==> src/rtl/corefifo_gray_ptr_sync.sv <==
// Multi-channel synchroniser for Gray-coded FIFO pointers crossing into the clk domain.
// Each channel runs through a NUM_STAGES flop chain. The synchronised Gray value is
// converted to binary, and the channel reports the pointer advance since the previous
// sample plus a sticky flag for Gray steps that change more than one bit.
module corefifo_gray_ptr_sync #(
    parameter int unsigned NUM_STAGES = 2,
    parameter int unsigned ADDRWIDTH  = 3,
    parameter int unsigned NUM_CH     = 1,
    parameter int unsigned CHECK_EN   = 1
) (
    input  logic                                clk,
    input  logic                                arstn,
    input  logic                                srstn,
    input  logic [NUM_CH*(ADDRWIDTH+1)-1:0]     inp,
    input  logic [NUM_CH-1:0]                   err_clr,
    output logic [NUM_CH*(ADDRWIDTH+1)-1:0]     sync_gray,
    output logic [NUM_CH*(ADDRWIDTH+1)-1:0]     sync_bin,
    output logic [NUM_CH*(ADDRWIDTH+1)-1:0]     ptr_delta,
    output logic [NUM_CH-1:0]                   ptr_chg,
    output logic [NUM_CH-1:0]                   gray_err
);

    localparam int P  = int'(ADDRWIDTH) + 1;
    localparam int W  = int'(NUM_CH) * P;
    localparam int NS = int'(NUM_STAGES);

    if (NUM_STAGES < 2 || NUM_STAGES > 4) begin : g_bad_stages
        $error("corefifo_gray_ptr_sync: NUM_STAGES must be in 2..4");
    end
    if (NUM_CH < 1 || NUM_CH > 8) begin : g_bad_ch
        $error("corefifo_gray_ptr_sync: NUM_CH must be in 1..8");
    end

    // Binary bit i is the XOR of all Gray bits at or above i.
    function automatic logic [P-1:0] g2b(input logic [P-1:0] g);
        logic [P-1:0] b;
        for (int i = 0; i < P; i++) begin
            b[i] = ^(g >> i);
        end
        return b;
    endfunction

    logic [W-1:0]      stage_q [NS];
    logic [W-1:0]      prev_q;
    logic [W-1:0]      bin_q,   bin_d;
    logic [W-1:0]      delta_q, delta_d;
    logic [NUM_CH-1:0] chg_q,   chg_d;
    logic [NUM_CH-1:0] err_q,   err_d;

    // Synchroniser chain; both resets flush in-flight pointer values.
    always_ff @(posedge clk or negedge arstn) begin
        if (!arstn) begin
            for (int k = 0; k < NS; k++) begin
                stage_q[k] <= '0;
            end
        end else if (!srstn) begin
            for (int k = 0; k < NS; k++) begin
                stage_q[k] <= '0;
            end
        end else begin
            stage_q[0] <= inp;
            for (int k = 1; k < NS; k++) begin
                stage_q[k] <= stage_q[k-1];
            end
        end
    end

    for (genvar c = 0; c < NUM_CH; c++) begin : g_ch
        logic [P-1:0] g_now;
        logic [P-1:0] g_prev;
        logic [P-1:0] b_now;
        logic [P-1:0] b_prev;
        logic         multi_bit;

        // Per-channel decode of the current synchronised sample against the previous one.
        always_comb begin
            g_now     = stage_q[NS-1][c*P +: P];
            g_prev    = prev_q[c*P +: P];
            b_now     = g2b(g_now);
            b_prev    = g2b(g_prev);
            multi_bit = $countones(g_now ^ g_prev) > 1;
        end

        assign bin_d[c*P +: P]   = b_now;
        // Modulo-2^P subtraction makes a wrap read as a forward step.
        assign delta_d[c*P +: P] = b_now - b_prev;
        assign chg_d[c]          = (g_now != g_prev);

        if (CHECK_EN != 0) begin : g_chk
            // A new error dominates a clear arriving in the same cycle.
            assign err_d[c] = multi_bit | (err_q[c] & ~err_clr[c]);
        end else begin : g_nochk
            assign err_d[c] = 1'b0;
        end
    end

    // Registered per-channel results, one cycle behind sync_gray.
    always_ff @(posedge clk or negedge arstn) begin
        if (!arstn) begin
            prev_q  <= '0;
            bin_q   <= '0;
            delta_q <= '0;
            chg_q   <= '0;
            err_q   <= '0;
        end else if (!srstn) begin
            prev_q  <= '0;
            bin_q   <= '0;
            delta_q <= '0;
            chg_q   <= '0;
            err_q   <= '0;
        end else begin
            prev_q  <= stage_q[NS-1];
            bin_q   <= bin_d;
            delta_q <= delta_d;
            chg_q   <= chg_d;
            err_q   <= err_d;
        end
    end

    assign sync_gray = stage_q[NS-1];
    assign sync_bin  = bin_q;
    assign ptr_delta = delta_q;
    assign ptr_chg   = chg_q;
    assign gray_err  = err_q;

endmodule

==> config.mk <==
export PLATFORM = sky130hd
export DESIGN_NAME = corefifo_gray_ptr_sync
export DESIGN_NICKNAME = d
export VERILOG_FILES = /design/src/rtl/corefifo_gray_ptr_sync.sv
export SDC_FILE = /design/constraint.sdc
export NUM_CORES = 1
export LEC_CHECK = 0
export BUFFER_PORTS_ARGS = -buffer_cell sky130_fd_sc_hd__buf_2
export CORE_MARGIN = 1.5
export CORE_UTILIZATION = 23
export DETAILED_ROUTE_END_ITERATION = 8
export HOLD_SLACK_MARGIN = 0.12
export PLACE_DENSITY = 0.42
export SLEW_MARGIN = 20
export SYNTH_ARGS = -nofsm -noshare
export SYNTH_HDL_FRONTEND = slang
export SYNTH_SLANG_ARGS = --single-unit
==> constraint.sdc <==
create_clock -name clk -period 2.8 [get_ports clk]
set_clock_uncertainty 0.05 [all_clocks]
set_input_delay 0.56 -clock clk [delete_from_list [all_inputs] [get_ports clk]]
set_output_delay 0.56 -clock clk [all_outputs]
set_load 0.02 [all_outputs]
## Word level (Yosys, flattened, before mapping)

Index checks and enable logic that the tools add are counted.

- Flip-flop bits (word level): 22
- Logic and storage cells: 31

- Add/sub/neg operators: 4
- Order comparisons: 1
- Equality and inequality tests: 1
- Mux-type cells: 6
- Bitwise operators: 4
- Reductions and logical operators: 8

Operator list:

| kind | number |
|---|---|
| 4-bit XOR reduction | 8 |
| 4-bit two-way mux | 3 |
| 8-bit two-way mux | 1 |
| 1-bit by 1-bit adder with 2-bit output | 2 |
| 4-bit inequality test | 1 |
| 4-bit subtractor | 1 |
| 4-bit XOR | 1 |
| 2-bit by 2-bit adder with 3-bit output | 1 |
| 3-bit by 1-bit > comparator with 1-bit output (second input constant) | 1 |
| 1-bit two-way mux | 2 |
| 1-bit bitwise AND | 1 |
| 1-bit NOT | 1 |
| 1-bit bitwise OR | 1 |

## Depth between registers and ports, before layout

Gate-level depths: netlist of the first run.

- Depth after elaboration: 6
- Gate-level depth with buffers: 7
- Mapped depth without buffers: 7

## Worst setup path after synthesis of the first run

Ideal clock, no wire load.

- Path kind: register to register
- Start point: reg stage_q, in the netlist sync_gray[2]
- End point: reg delta_q[2], in the netlist ptr_delta[2]
- Library setup time: 0.125 ns
- Data arrival time: 1.799 ns
- Data required time: 2.625 ns
- Path slack: 0.826 ns
- Cell stages (with the launch flop): 7
- Path buffers: 0
- Clock period less this slack: 1.974 ns
- Path through: dfrtp_1 xnor3_2 xor2_2 ha_1 fa_1 xor2_1 nor2_1

- Word-level cells in the longest chain between the ends: 3

RTL lines:

| item | RTL line | RTL |
|---|---|---|
| start: declaration | 43 | `logic [W-1:0] stage_q [NS];` |
| start signal: indexed assignment | 63 | `stage_q[k] <= stage_q[k-1];` |
| 4-bit XOR reduction | 38 | `b[i] = ^(g >> i);` |
| 4-bit subtractor (*) | 86 | `assign delta_d[c*P +: P] = b_now - b_prev;` |
| 4-bit two-way mux (*) | 105 | `end else if (!srstn) begin` |
| end signal: assignment | 114 | `delta_q <= delta_d;` |
| end: declaration | 46 | `logic [W-1:0] delta_q, delta_d;` |

Every way passes the cells marked *; elsewhere a longest branch is shown, timed or not.

## Worst setup path in the final report of the first run

Ends and elaborated chain as after synthesis.

==> results.yml, run 1 <==
outcome:
  status: "finished, final reports clean"
synthesis:
  synth_xor_area_frac: 0.1247
  synth_top_area_share: 0.5512
  synth_top_cell_by_area: "dfrtp_1"
  synth_mux_area_frac: 0
  synth_compound_gate_area_share: 0.02493
  synth_top_family_by_area: "simple AND/OR/NAND/NOR gates"
  synthAdderAreaFrac: 0.09449
  syn_area_per_cell_sq_um: 12.38
  syn_inst: 77
  synth_cell_types: 19
  netlist_area_sq_um: 953.4
  synth-seq-area-share: 0.5512
  synth_seq_cells: 21
  synth-simple-area-share: 0.1378
  synth_warnings: 0
  synth_nets: 91
  synthTopCellsByArea: "dfrtp_1, and2_1, xor2_1"
global_routing:
  grt-ovfl-total: 0
  grt_pass1_wl_um: 2573
  grt_pass1_vias: 552
  grt_antenna_before_repair: 0
  track_usage: 0.07635
  grt_max_degree: 22
final_layout:
  layout.nets: 111
  n_antenna_cell: 0
  postLayoutCoreUtil: 0.2815
  layout_common_cells: "dfrtp_1, buf_2, and2_1"
  area_growth_pct: 18.11
  drive_gt1_frac: 0.3021
  stdcell_area_sq_um: 1126
clocking:
  cts_buffer_depth: 2
  path_clk_slew_ns: 0.07
  cts_sinks: 21
  cts_root_buf: "clkbuf_8"
  cts_tree: "yes"
  cts_resized: 0
  worstSkewPairLatency_ns: 0.25
  cts_max_level: 1
  post_cts_buffers: 0
  ctsHoldBuffers: 0
  cts_made_buffers: 3
placed_design:
  io_buffer_count: 21
  place_area_sq_um: 1080
  place.gp.congestion: 0.7386
  hpwl_um: 1139
  post-place-ws_ns: 0.7126
floorplanning:
  rows: 23
  die_h_um: 67.39
  design.portCount: 22
  initial_utilization: 0.2383
  core_area_sq_um: 4000
  die-area_sq_um: 4541
  die_width_um: 67.39
pwr:
  ir_drop_v: 0.0003266
  power.density_nw_per_um2: 570.4
  leakage_uw: 0.0006114
timing:
  max_slew_margin: 0.6928
  rsz0062_at_grt: "no"
  post-route-period-util: 0.7490
  clock.fmax_mhz: 476.8
  finalCriticalPeriod_ns: 2.097
  final.setup.worst_slack_ns: 0.7028
  fin_tns_setup_ns: 0
  worstMarginPinSlew_ns: 0.4608
  hold_viol_final: 0
  finalMaxSlewViolations: 0
  setup_viol_count_final: 0
  hold_ws_ns: 0.1944
critical_path:
  crit_arrival_ns: 2.19
  r2r_slack_ns: 0.70
  crit_path_end_kind: "flip-flop"
  crit_type: "flip-flop to flip-flop"
  cp.required_ns: 2.89
  crit_path_max_fanout: 5
  start_kind: "flip-flop"
drt:
  drtIter0Drc: 13
  via_count: 545
  firstDrtPassIters: 3
  viasPerCell: 3.733
  ant_nets: 0
  drcViolationCount: 0
  finalWirelength_um: 1528
  wl_per_cell_um: 10.47
hold_path:
  hold_class: "input pin to async pin"
run:
  cap_violations: 0
layer usage:
layer / share of wire / track usage / vias to the layer above
met5: 0 / 0 / -
met4: 0.0065 / 0.01531 / 0
met3: 0.059 / 0.03167 / 2
met2: 0.50 / 0.1262 / 15
met1: 0.43 / 0.09356 / 258
li1: - / - / 270
worst max-delay path: stages (launching register included):
cell     delay [ns]
dfrtp_1        0.46
xnor3_2        0.47
xor2_2         0.18
ha_1           0.23
fa_1           0.38
xor2_1         0.16
nor2_1         0.05
registers in the layout (all words and copies together) (netlist names):
register and cells:
ptr_delta 4, stage_q 4, sync_bin 4, sync_gray 4
g_ch.g_prev 3, gray_err 1, ptr_chg 1
layout make-up:
cell class | instances | area, sq um
Inverter | 6 | 22.52
Tap cell | 50 | 62.56
Multi-Input combinational cell | 44 | 364.1
Timing Repair Buffer | 21 | 105.1
Clock inverter | 1 | 5.005
Clock buffer | 3 | 41.29
Fill cell | 411 | 2874
Sequential cell | 21 | 525.5
through the flow:
step | std cells | power, uW
global route | 146 | 685.5
finish | 146 | 642.3
detailed placement | 142 | 458.4
floorplan | 77 | 420.9
global placement | 142 | 456.0
CTS | 146 | 655.8
power by group:
part	internal [uW]	total [uW]	switching, uW	leakage, uW
Clock	98.9	193	94.4	0.0000255
Combinational	45.9	116	70.5	0.000307
Sequential	324	333	8.67	0.000279
Total	469	642	174	0.000611
cell families after synthesis:
family | count (synthesis)
XOR/XNOR | 11
flip-flops | 21
adder cells (fa/ha/maj) | 6
AND/OR/NAND/NOR | 23
buffers and inverters | 12
AO/OA/AOI/OAI | 4
Yosys cell counts:
master	number
xor2_1	6
ha_1	4
a21oi_1	3
xnor3_2	1
clkbuf_1	1
xnor2_1	3
nand3b_1	1
xor2_2	1
fa_1	2
a221oi_1	1
and2_1	12
nor2_2	1
dfrtp_1	21
nor2_1	6
inv_1	6
and2_2	1
nor3b_1	1
nand3_1	1
buf_4	5
path summary, 6_finish.rpt:
| path | from | end | cells past startpoint |
|---|---|---|---|
| min in group clk | stage_q[5] | sync_gray[1] | 1 |
| max in group asynchronous | arstn | sync_gray[3] | 1 |
| worst max-delay path | sync_gray[2] | ptr_delta[2] | 6 |
| worst max register to register | sync_gray[2] | ptr_delta[2] | 6 |
| worst min register to register | stage_q[5] | sync_gray[1] | 1 |
| worst min-delay path | arstn | ptr_delta[0] | 1 |
(Power assumes the default switching activity.)
==> inputs of run 2 (changes only) <==
--- a/config.mk
+++ b/config.mk
@@ -10,7 +10,7 @@
 export CORE_UTILIZATION = 23
 export DETAILED_ROUTE_END_ITERATION = 8
 export HOLD_SLACK_MARGIN = 0.12
-export PLACE_DENSITY = 0.42
+export PLACE_DENSITY = 0.43
 export SLEW_MARGIN = 20
 export SYNTH_ARGS = -nofsm -noshare
 export SYNTH_HDL_FRONTEND = slang
==> constraint.sdc (replaced) <==
create_clock -name clk -period 1.9 [get_ports clk]
set_clock_uncertainty 0.05 [all_clocks]
set_input_delay 0.38 -clock clk [delete_from_list [all_inputs] [get_ports clk]]
set_output_delay 0.38 -clock clk [all_outputs]
set_load 0.02 [all_outputs]
==> run 2 against run 1 <==
Compared with the run above:
- die area is the same
- largest power group unchanged
- global-route usage up 0.97 points
- final cell count increased by 8.2%
- critical path type unchanged
- highest routed layer is now met3
- critical endpoint is now ptr_delta[1]
==> results.yml, run 2 (synthesis gave the netlist of run 1 again) <==
critical_path:
  start_kind: "flip-flop"
  crit_type: "flip-flop to flip-flop"
  crit_arrival_ns: 1.99
  cp.required_ns: 1.99
  crit_path_end_kind: "flip-flop"
  crit_path_max_fanout: 2
floorplanning:
  die-area_sq_um: 4541
  design.portCount: 22
  core_area_sq_um: 4000
  die_width_um: 67.39
  initial_utilization: 0.2383
  die_h_um: 67.39
  rows: 23
timing:
  post-route-period-util: 0.9982
  hold_viol_final: 0
  rsz0062_at_grt: "yes"
  setup_viol_count_final: 0
  finalMaxSlewViolations: 0
  worstMarginPinSlew_ns: 0.4706
  max_slew_margin: 0.6863
  clock.fmax_mhz: 527.3
  finalCriticalPeriod_ns: 1.897
  fin_tns_setup_ns: 0
  final.setup.worst_slack_ns: 0.003489
pwr:
  power.density_nw_per_um2: 791.0
  swShare: 0.2721
  combPwrFrac: 0.212
  pwr-share-clk: 0.293
  ir_drop_v: 0.0003197
  sequentialPowerShare: 0.495
  p_sw_uw: 268.0
  internal_power_uw: 716.8
  leakage_uw: 0.0006722
global_routing:
  grt_pass1_wl_um: 2870
  grt-ovfl-total: 0
  grt_antenna_before_repair: 0
  track_usage: 0.08601
  grt_pass1_vias: 629
  grt_max_degree: 22
placed_design:
  hpwl_um: 1271
  io_buffer_count: 21
  post-place-ws_ns: -0.03987
  dp_cells: 152
  place.gp.congestion: 0.6958
drt:
  finalWirelength_um: 1634
  firstDrtPassIters: 4
  drtIter0Drc: 16
  viasPerCell: 3.671
  wl_per_cell_um: 10.34
  ant_nets: 0
  via_count: 580
  drcViolationCount: 0
clocking:
  cts_tree: "yes"
  cts_sinks: 21
  cts_root_buf: "clkbuf_8"
  cts_buffer_depth: 2
  path_clk_slew_ns: 0.08
  worstSkewPairLatency_ns: 0.26
  cts_made_buffers: 3
  cts_max_level: 1
final_layout:
  nFillCells: 424
  area_growth_pct: 30.58
  layout.nets: 123
  regArea_sq_um: 525.5
  fin_cells: 158
  multi_input_area_sq_um: 390.4
  n_antenna_cell: 0
  layout_common_cells: "dfrtp_1, buf_2, and2_1"
  postLayoutCoreUtil: 0.3112
  drive_gt1_frac: 0.4167
outcome:
  status: "finished, final reports clean"
hold_path:
  hold_class: "input pin to flip-flop"
run:
  cap_violations: 0
==> run 2: changes by cell type in the layout (fill, tap and decap cells not counted) <==
cell	change
xnor2_2	+2
ha_1	-1
a221oi_2	+1
dlygate4sd3_1	+1
ha_2	+1
a221oi_1	-1
xnor2_1	-2
fa_1	-1
buf_4	+11
fa_2	+1
==> run 2: layer usage <==
| layer | global-route usage | vias up | share of wire |
|---|---|---|---|
| met5 | 0 | - | 0 |
| met2 | 0.1559 | 17 | 0.52 |
| li1 | - | 294 | - |
| met1 | 0.09300 | 269 | 0.41 |
| met4 | 0.01531 | 0 | 0 |
| met3 | 0.03833 | 0 | 0.069 |
==> run 2: power by group through the flow <==
stage	Clock, uW	Sequential (uW)	Combinational, uW
after CTS	304	488	209
after floorplan	0	527	93.3
final	288	488	209
after detailed placement	0	497	202
after global routing	327	491	236
after global placement	0	496	196
==> run 2: final timing paths <==
path | from | end | slack [ns] | cells past startpoint
max in group asynchronous | arstn | g_ch[0].g_prev[2] | 0.93 | 2
min in group asynchronous | arstn | sync_gray[0] | 0.55 | 2
hold reg to reg | stage_q[4] | sync_gray[0] | 0.41 | 1
setup reg to reg | sync_gray[3] | ptr_delta[1] | 0.003 | 5
setup / recovery | sync_gray[3] | ptr_delta[1] | 0.003 | 5
hold / removal | inp[2] | stage_q[6] | 0.28 | 2
==> run 2: layout make-up <==
type	instances	share of cell area
clock buffers	3	0.03317
clock inverters	1	0.004020
inverters	6	0.01809
multi-input cells	44	0.3136
flip-flops and latches	21	0.4221
well taps	50	0.05025
repair buffers	33	0.1588
==> run 2: critical path, cell delays in order, from the launching register on <==
cell and delay, ns:
dfrtp_1 0.40, xnor3_2 0.41, xor2_2 0.17, ha_2 0.19, fa_2 0.51, nor2_1 0.04
==> run 2: metrics by stage <==
stage	total power [uW]	hold slack (ns)	area [sq um]
2_1_floorplan	620.8	0.03441	955.9
3_3_place_gp	691.9	0.3156	1157
3_5_place_dp	698.7	0.3170	1157
4_1_cts	1001	0.2720	1224
5_1_grt	1054	0.2681	1245
6_report	984.8	0.2766	1245
==> run 2: what timing repair did <==
item                                   4_1_cts  5_1_grt
setup endpoints to repair                    1        4
endpoints found under the hold margin       21        0
resized for setup                            1        3
hold buffers                                 1        0
pin swaps                                    3        1
buffers inserted                             1        0
